[src/rtl/bp_lce_stall_ctrl.sv]
// rtl/bp_lce_stall_ctrl.sv - LCE busy/stall controller: per-channel starvation timers, hold FSM, credit counter
// Optional statistics outputs are enabled by defining BP_LCE_STALL_CTRL_STATS_EN.
module bp_lce_stall_ctrl #(
    parameter int channels_p          = 3,
    parameter int timeout_max_limit_p = 4,
    parameter int hold_cycles_p       = 2,
    parameter int credits_p           = 4,
    parameter int stat_width_p        = 32,
    localparam int credit_width_lp    = $clog2(credits_p + 1)
) (
    input  logic                       clk_i,
    input  logic                       reset_i,
    input  logic [channels_p-1:0]      mem_pkt_v_i,
    input  logic [channels_p-1:0]      mem_pkt_yumi_i,
    input  logic                       cmd_ready_i,
    input  logic                       req_ready_i,
    input  logic                       credit_consume_i,
    input  logic                       credit_return_i,
    output logic [credit_width_lp-1:0] credit_count_o,
    output logic                       credits_full_o,
    output logic                       credits_empty_o,
    output logic                       timeout_o,
    output logic [channels_p-1:0]      timeout_chan_o,
`ifdef BP_LCE_STALL_CTRL_STATS_EN
    output logic [stat_width_p-1:0]    timeout_events_o,
    output logic [stat_width_p-1:0]    busy_cycles_o,
`endif
    output logic                       cache_req_busy_o
);

    localparam int cnt_width_lp  = $clog2(timeout_max_limit_p + 1);
    localparam int hold_width_lp = (hold_cycles_p > 0) ? $clog2(hold_cycles_p + 1) : 1;
    localparam logic [cnt_width_lp-1:0]    cnt_max_lp    = cnt_width_lp'(timeout_max_limit_p);
    localparam logic [hold_width_lp-1:0]   hold_load_lp  = hold_width_lp'(hold_cycles_p);
    localparam logic [credit_width_lp-1:0] credit_max_lp = credit_width_lp'(credits_p);

    typedef enum logic [1:0] {e_run, e_force, e_drain} state_e;

    state_e                   state;
    logic [hold_width_lp-1:0] hold_cnt;
    logic [cnt_width_lp-1:0]  cnt [channels_p];
    logic [channels_p-1:0]    blk;
    logic [channels_p-1:0]    sat;
    logic [channels_p-1:0]    sat_low;
    logic                     any_sat;

    assign blk = mem_pkt_v_i & ~mem_pkt_yumi_i;

    always_ff @(posedge clk_i) begin
        for (int i = 0; i < channels_p; i++) begin
            if (reset_i || !blk[i])
                cnt[i] <= '0;
            else if (cnt[i] != cnt_max_lp)
                cnt[i] <= cnt[i] + cnt_width_lp'(1);
        end
    end

    // Lowest-index saturated channel wins when several starve together.
    always_comb begin
        sat     = '0;
        sat_low = '0;
        for (int i = 0; i < channels_p; i++)
            sat[i] = (cnt[i] == cnt_max_lp);
        for (int i = channels_p - 1; i >= 0; i--) begin
            if (sat[i]) begin
                sat_low    = '0;
                sat_low[i] = 1'b1;
            end
        end
    end

    assign any_sat = |sat;

    always_ff @(posedge clk_i) begin
        if (reset_i) begin
            state          <= e_run;
            hold_cnt       <= '0;
            timeout_chan_o <= '0;
        end else begin
            case (state)
                e_run: begin
                    if (any_sat) begin
                        timeout_chan_o <= sat_low;
                        state          <= e_force;
                    end
                end
                e_force: begin
                    if ((blk & timeout_chan_o) == '0) begin
                        if (hold_cycles_p == 0) begin
                            state          <= e_run;
                            timeout_chan_o <= '0;
                        end else begin
                            state    <= e_drain;
                            hold_cnt <= hold_load_lp;
                        end
                    end
                end
                e_drain: begin
                    if (any_sat) begin
                        timeout_chan_o <= sat_low;
                        state          <= e_force;
                    end else if (hold_cnt == hold_width_lp'(1)) begin
                        state          <= e_run;
                        timeout_chan_o <= '0;
                        hold_cnt       <= '0;
                    end else begin
                        hold_cnt <= hold_cnt - hold_width_lp'(1);
                    end
                end
                default: begin
                    state          <= e_run;
                    timeout_chan_o <= '0;
                end
            endcase
        end
    end

    assign timeout_o        = (state != e_run) | any_sat;
    assign credits_full_o   = (credit_count_o == credit_max_lp);
    assign credits_empty_o  = (credit_count_o == '0);
    assign cache_req_busy_o = reset_i | credits_full_o | timeout_o | ~cmd_ready_i | ~req_ready_i;

    always_ff @(posedge clk_i) begin
        if (reset_i) begin
            credit_count_o <= '0;
        end else begin
            case ({credit_consume_i, credit_return_i})
                2'b10:   if (!credits_full_o)  credit_count_o <= credit_count_o + credit_width_lp'(1);
                2'b01:   if (!credits_empty_o) credit_count_o <= credit_count_o - credit_width_lp'(1);
                default: credit_count_o <= credit_count_o;
            endcase
        end
    end

`ifndef SYNTHESIS
    always_ff @(posedge clk_i) begin
        if (!reset_i) begin
            if (credit_consume_i && !credit_return_i && credits_full_o)
                $error("bp_lce_stall_ctrl: credit consume while full");
            if (credit_return_i && !credit_consume_i && credits_empty_o)
                $error("bp_lce_stall_ctrl: credit return while empty");
        end
    end
`endif

`ifdef BP_LCE_STALL_CTRL_STATS_EN
    always_ff @(posedge clk_i) begin
        if (reset_i) begin
            timeout_events_o <= '0;
            busy_cycles_o    <= '0;
        end else begin
            if (state == e_run && any_sat)
                timeout_events_o <= timeout_events_o + stat_width_p'(1);
            if (cache_req_busy_o)
                busy_cycles_o <= busy_cycles_o + stat_width_p'(1);
        end
    end
`endif

endmodule

[config.mk]
export PLATFORM = sky130hd
export DESIGN_NAME = bp_lce_stall_ctrl
export DESIGN_NICKNAME = d
export VERILOG_FILES = /design/src/rtl/bp_lce_stall_ctrl.sv
export SDC_FILE = /design/constraint.sdc
export NUM_CORES = 1
export LEC_CHECK = 0
export BUFFER_PORTS_ARGS = -buffer_cell sky130_fd_sc_hd__buf_2
export CAP_MARGIN = 20
export CORE_UTILIZATION = 58
export DETAILED_ROUTE_END_ITERATION = 16
export GPL_ROUTABILITY_DRIVEN = 1
export GPL_TIMING_DRIVEN = 1
export PLACE_DENSITY = 0.9
export SLEW_MARGIN = 20
export SYNTH_ARGS = -nofsm -noshare
export SYNTH_HDL_FRONTEND = slang
export SYNTH_SLANG_ARGS = --single-unit
[constraint.sdc]
create_clock -name clk_i -period 2.78 [get_ports clk_i]
set_clock_uncertainty 0.1 [all_clocks]
set_input_delay 0.556 -clock clk_i [delete_from_list [all_inputs] [get_ports clk_i]]
set_output_delay 0.556 -clock clk_i [all_outputs]
set_load 0.01 [all_outputs]
==> load_flow_metrics.sql <==
INSERT INTO impl_metrics (metric_group, metric, value, unit) VALUES
('status', 'outcome', 'finished clean', ''),
('sta', 'drv_slew', '0', ''),
('synthesis', 'yosysTopAreaCellShare', '0.2361', ''),
('placed_design', 'placedCellCount', '160', ''),
('cts', 'clk_latency', '0.30', 'ns'),
('sta', 'worst-slew-pin-transition', '0.4510', 'ns'),
('critical_path', 'cp.arrival', '2.03', 'ns'),
('sta', 'maxSlewHeadroom', '0.6993', ''),
('placed_design', 'routabilityCongestion', '0.8950', ''),
('sta', 'number_of_failing_hold_endpoints_at_the_final_stage', '0', ''),
('routing', 'drt-vias-per-instance', '5.933', ''),
('synthesis', 'proportion_of_synthesized_chip_area_in_sequential_cells', '0.4109', ''),
('routing', 'dr_total_vias', '979', ''),
('run', 'max_cap_viol_count', '0', ''),
('sta', 'setup_viol', '0', ''),
('cts', 'buffer_type_at_the_clock_tree_root', 'clkbuf_4', ''),
('critical_path', 'worstPathMaxFanout', '6', ''),
('global_route', 'antenna_found_initial', '0', ''),
('global_route', 'vias_in_the_first_global_route', '902', ''),
('synthesis', 'synth_area_leaders', 'edfxtp_1, dfxtp_1, ha_1, inv_1, and3_1', ''),
('global_route', 'grt_overflow', '0', ''),
('floorplan', 'die_height', '46.43', 'um'),
('synthesis', 'synth_cell_types', '42', ''),
('sta', 'finalSetupTns', '0', 'ns'),
('floorplan', 'floorplan.initialDensity', '0.6421', ''),
('cts', 'clk_pin_slew_worst_paths', '0.10', 'ns'),
('routing', 'antenna_violating_nets_left', '0', ''),
('finish', 'design.final.nets', '161', ''),
('sta', 'min_period', '2.682', 'ns'),
('placed_design', 'numPortBuffers', '21', ''),
('finish', 'drive_above_1_share', '0.2214', ''),
('floorplan', 'design.die.area', '2156', 'um^2'),
('power_and_ir_drop', 'total_power', '0.5247', 'mW'),
('floorplan', 'row_count', '15', ''),
('synthesis', 'syn_area_per_cell', '9.955', 'um^2'),
('synthesis', 'count_of_flip_flops_with_a_built_in_enable_after_synthesis', '9', ''),
('power_and_ir_drop', 'power_per_cell_area', '398.3', 'nW/um^2'),
('floorplan', 'die_w', '46.43', 'um'),
('floorplan', 'io_pins', '22', ''),
('synthesis', 'synth_area_leader_cell', 'edfxtp_1', ''),
('cts', 'maximum_clock_path_buffer_count', '2', ''),
('finish', 'final_cell_count_no_fill', '165', ''),
('placed_design', 'post-dp-hpwl', '1875', 'um'),
('synthesis', 'synth.net_count', '135', ''),
('critical_path', 'worstSetupStartpointType', 'flip-flop', ''),
('global_route', 'wire_length_of_the_first_global_routing_pass', '3705', 'um'),
('finish', 'n_antenna_cell', '0', ''),
('power_and_ir_drop', 'ir_worst_vdd', '0.3187', 'mV'),
('cts', 'cts_inserted_buffers', '3', ''),
('cts', 'htree_levels', '1', ''),
('routing', 'drt_iter0_markers', '17', ''),
('synthesis', 'synth-async-reset-ratio', '0', ''),
('cts', 'tritoncts_num_sinks', '19', ''),
('synthesis', 'synth.top_cells.by_count', 'inv_1, dfxtp_1, edfxtp_1, ha_1', ''),
('sta', 'finalCritPeriodShare', '0.9646', ''),
('finish', 'synthesis_to_layout_area_growth', '15.08', '%'),
('synthesis', 'netlist_instances', '115', ''),
('synthesis', 'syn_area', '1145', 'um^2'),
('routing', 'final_routed_drc_violation_total', '0', ''),
('power_and_ir_drop', 'power.leakage', '0.5633', 'nW'),
('sta', 'timing.fmax', '372.9', 'MHz'),
('global_route', 'grtUsageTotal', '0.2476', ''),
('synthesis', 'most_repeated_cell_in_the_gate_level_netlist_after_synthesis', 'inv_1', ''),
('critical_path', 'criticalPathCategory', 'reg2out', ''),
('global_route', 'grt_start_max_net_pins', '15', ''),
('floorplan', 'coreArea', '1783', 'um^2'),
('synthesis', 'synth-main-ff-cell', 'dfxtp_1', ''),
('min_path', 'worstHoldPathType', 'reg2reg', ''),
('synthesis', 'yosys_warnings', '0', ''),
('routing', 'wl', '2389', 'um'),
('routing', 'detail_route.wl_per_cell', '14.48', 'um'),
('critical_path', 'critical_path_data_required_time', '2.12', 'ns'),
('routing', 'drt_pass1_iterations', '4', ''),
('critical_path', 'crit_path_end_kind', 'output port', ''),
('synthesis', 'synth_seq_cells', '19', ''),
('cts', 'cts_tree', 'yes', '');
==> sequential cells by signal (all words and copies together) (netlist names) <==
name / flops
cnt: 9
credit_count_o: 3
timeout_chan_o: 3
hold_cnt: 2
state: 2
==> report_power, final <==
| part | switching, mW | total [mW] | internal (mW) |
|---|---|---|---|
| clock | 0.0865 | 0.140 | 0.0537 |
| sequential | 0.00895 | 0.307 | 0.298 |
| combinational | 0.0424 | 0.0772 | 0.0348 |
| total | 0.138 | 0.525 | 0.387 |
==> area by class of cell <==
cell class | instances | area (um^2)
clock buffer | 3 | 22.52
clock inverter | 1 | 5.005
fill | 131 | 465.4
inverter | 14 | 52.55
multi-input combinational | 81 | 623.1
sequential | 19 | 470.5
tap | 25 | 31.28
timing repair buffer | 22 | 112.6
==> worst max-delay path, stage by stage (launching register included) <==
cell	delay, ns
edfxtp_1	0.37
inv_1	0.06
ha_1	0.29
a21oi_4	0.24
nand3_2	0.11
or4_1	0.51
buf_2	0.15
==> repair_timing <==
action | CTS | global route
hold buffers | 0 | 0
resized for setup | 0 | 2
endpoints found under the setup margin | 0 | 1
buffers inserted | 0 | 1
==> through the flow <==
stage	utilization	setup WS, ns	hold WS [ns]	instance area, um^2
final	0.7389	0.09845	0.3980	1318
after global placement	0.7165	0.4588	0.3739	1277
after detailed placement	0.7165	0.3677	0.3901	1277
after floorplan	-	0.5394	0.3894	1145
after global routing	0.7389	-0.0004499	0.4315	1318
after CTS	0.7319	0.03316	0.4056	1305
==> layer usage <==
| layer | GRT usage | wire, um | vias to the layer above |
|---|---|---|---|
| li1 | - | - | 482 |
| met2 | 0.4417 | 1201 | 31 |
| met3 | 0.02353 | 124 | 4 |
| met5 | 0 | 0 | - |
| met4 | 0.1235 | 41 | 0 |
| met1 | 0.2888 | 1020 | 462 |
==> worst paths after layout <==
path	start	end	slack (ns)	cells past startpoint
worst max-delay path	cnt[0][0]	cache_req_busy_o	0.1	6
worst min-delay path	timeout_chan_o[1]	timeout_chan_o[1]	0.40	2
worst max register to register	credit_count_o[0]	credit_count_o[2]	0.90	5
worst min register to register	timeout_chan_o[1]	timeout_chan_o[1]	0.40	2
==> layout by cell type, fill, tap and decap left out, drive strengths merged, types with 4 or more instances in the layout <==
master	n
edfxtp	9
nand2	6
buf	22
nor2b	4
inv	14
nand3	5
dfxtp	10
and3	6
a21oi	6
nor2	4
ha	7
==> logic make-up after synthesis <==
group	share of synthesized area
fa+ha+maj	0.09399
mux	0.02623
buf+inv	0.04918
simple gates	0.2251
compound gates	0.1792
xor+xnor	0.01530
flops	0.4109
Power figures use the tool's default switching activity.
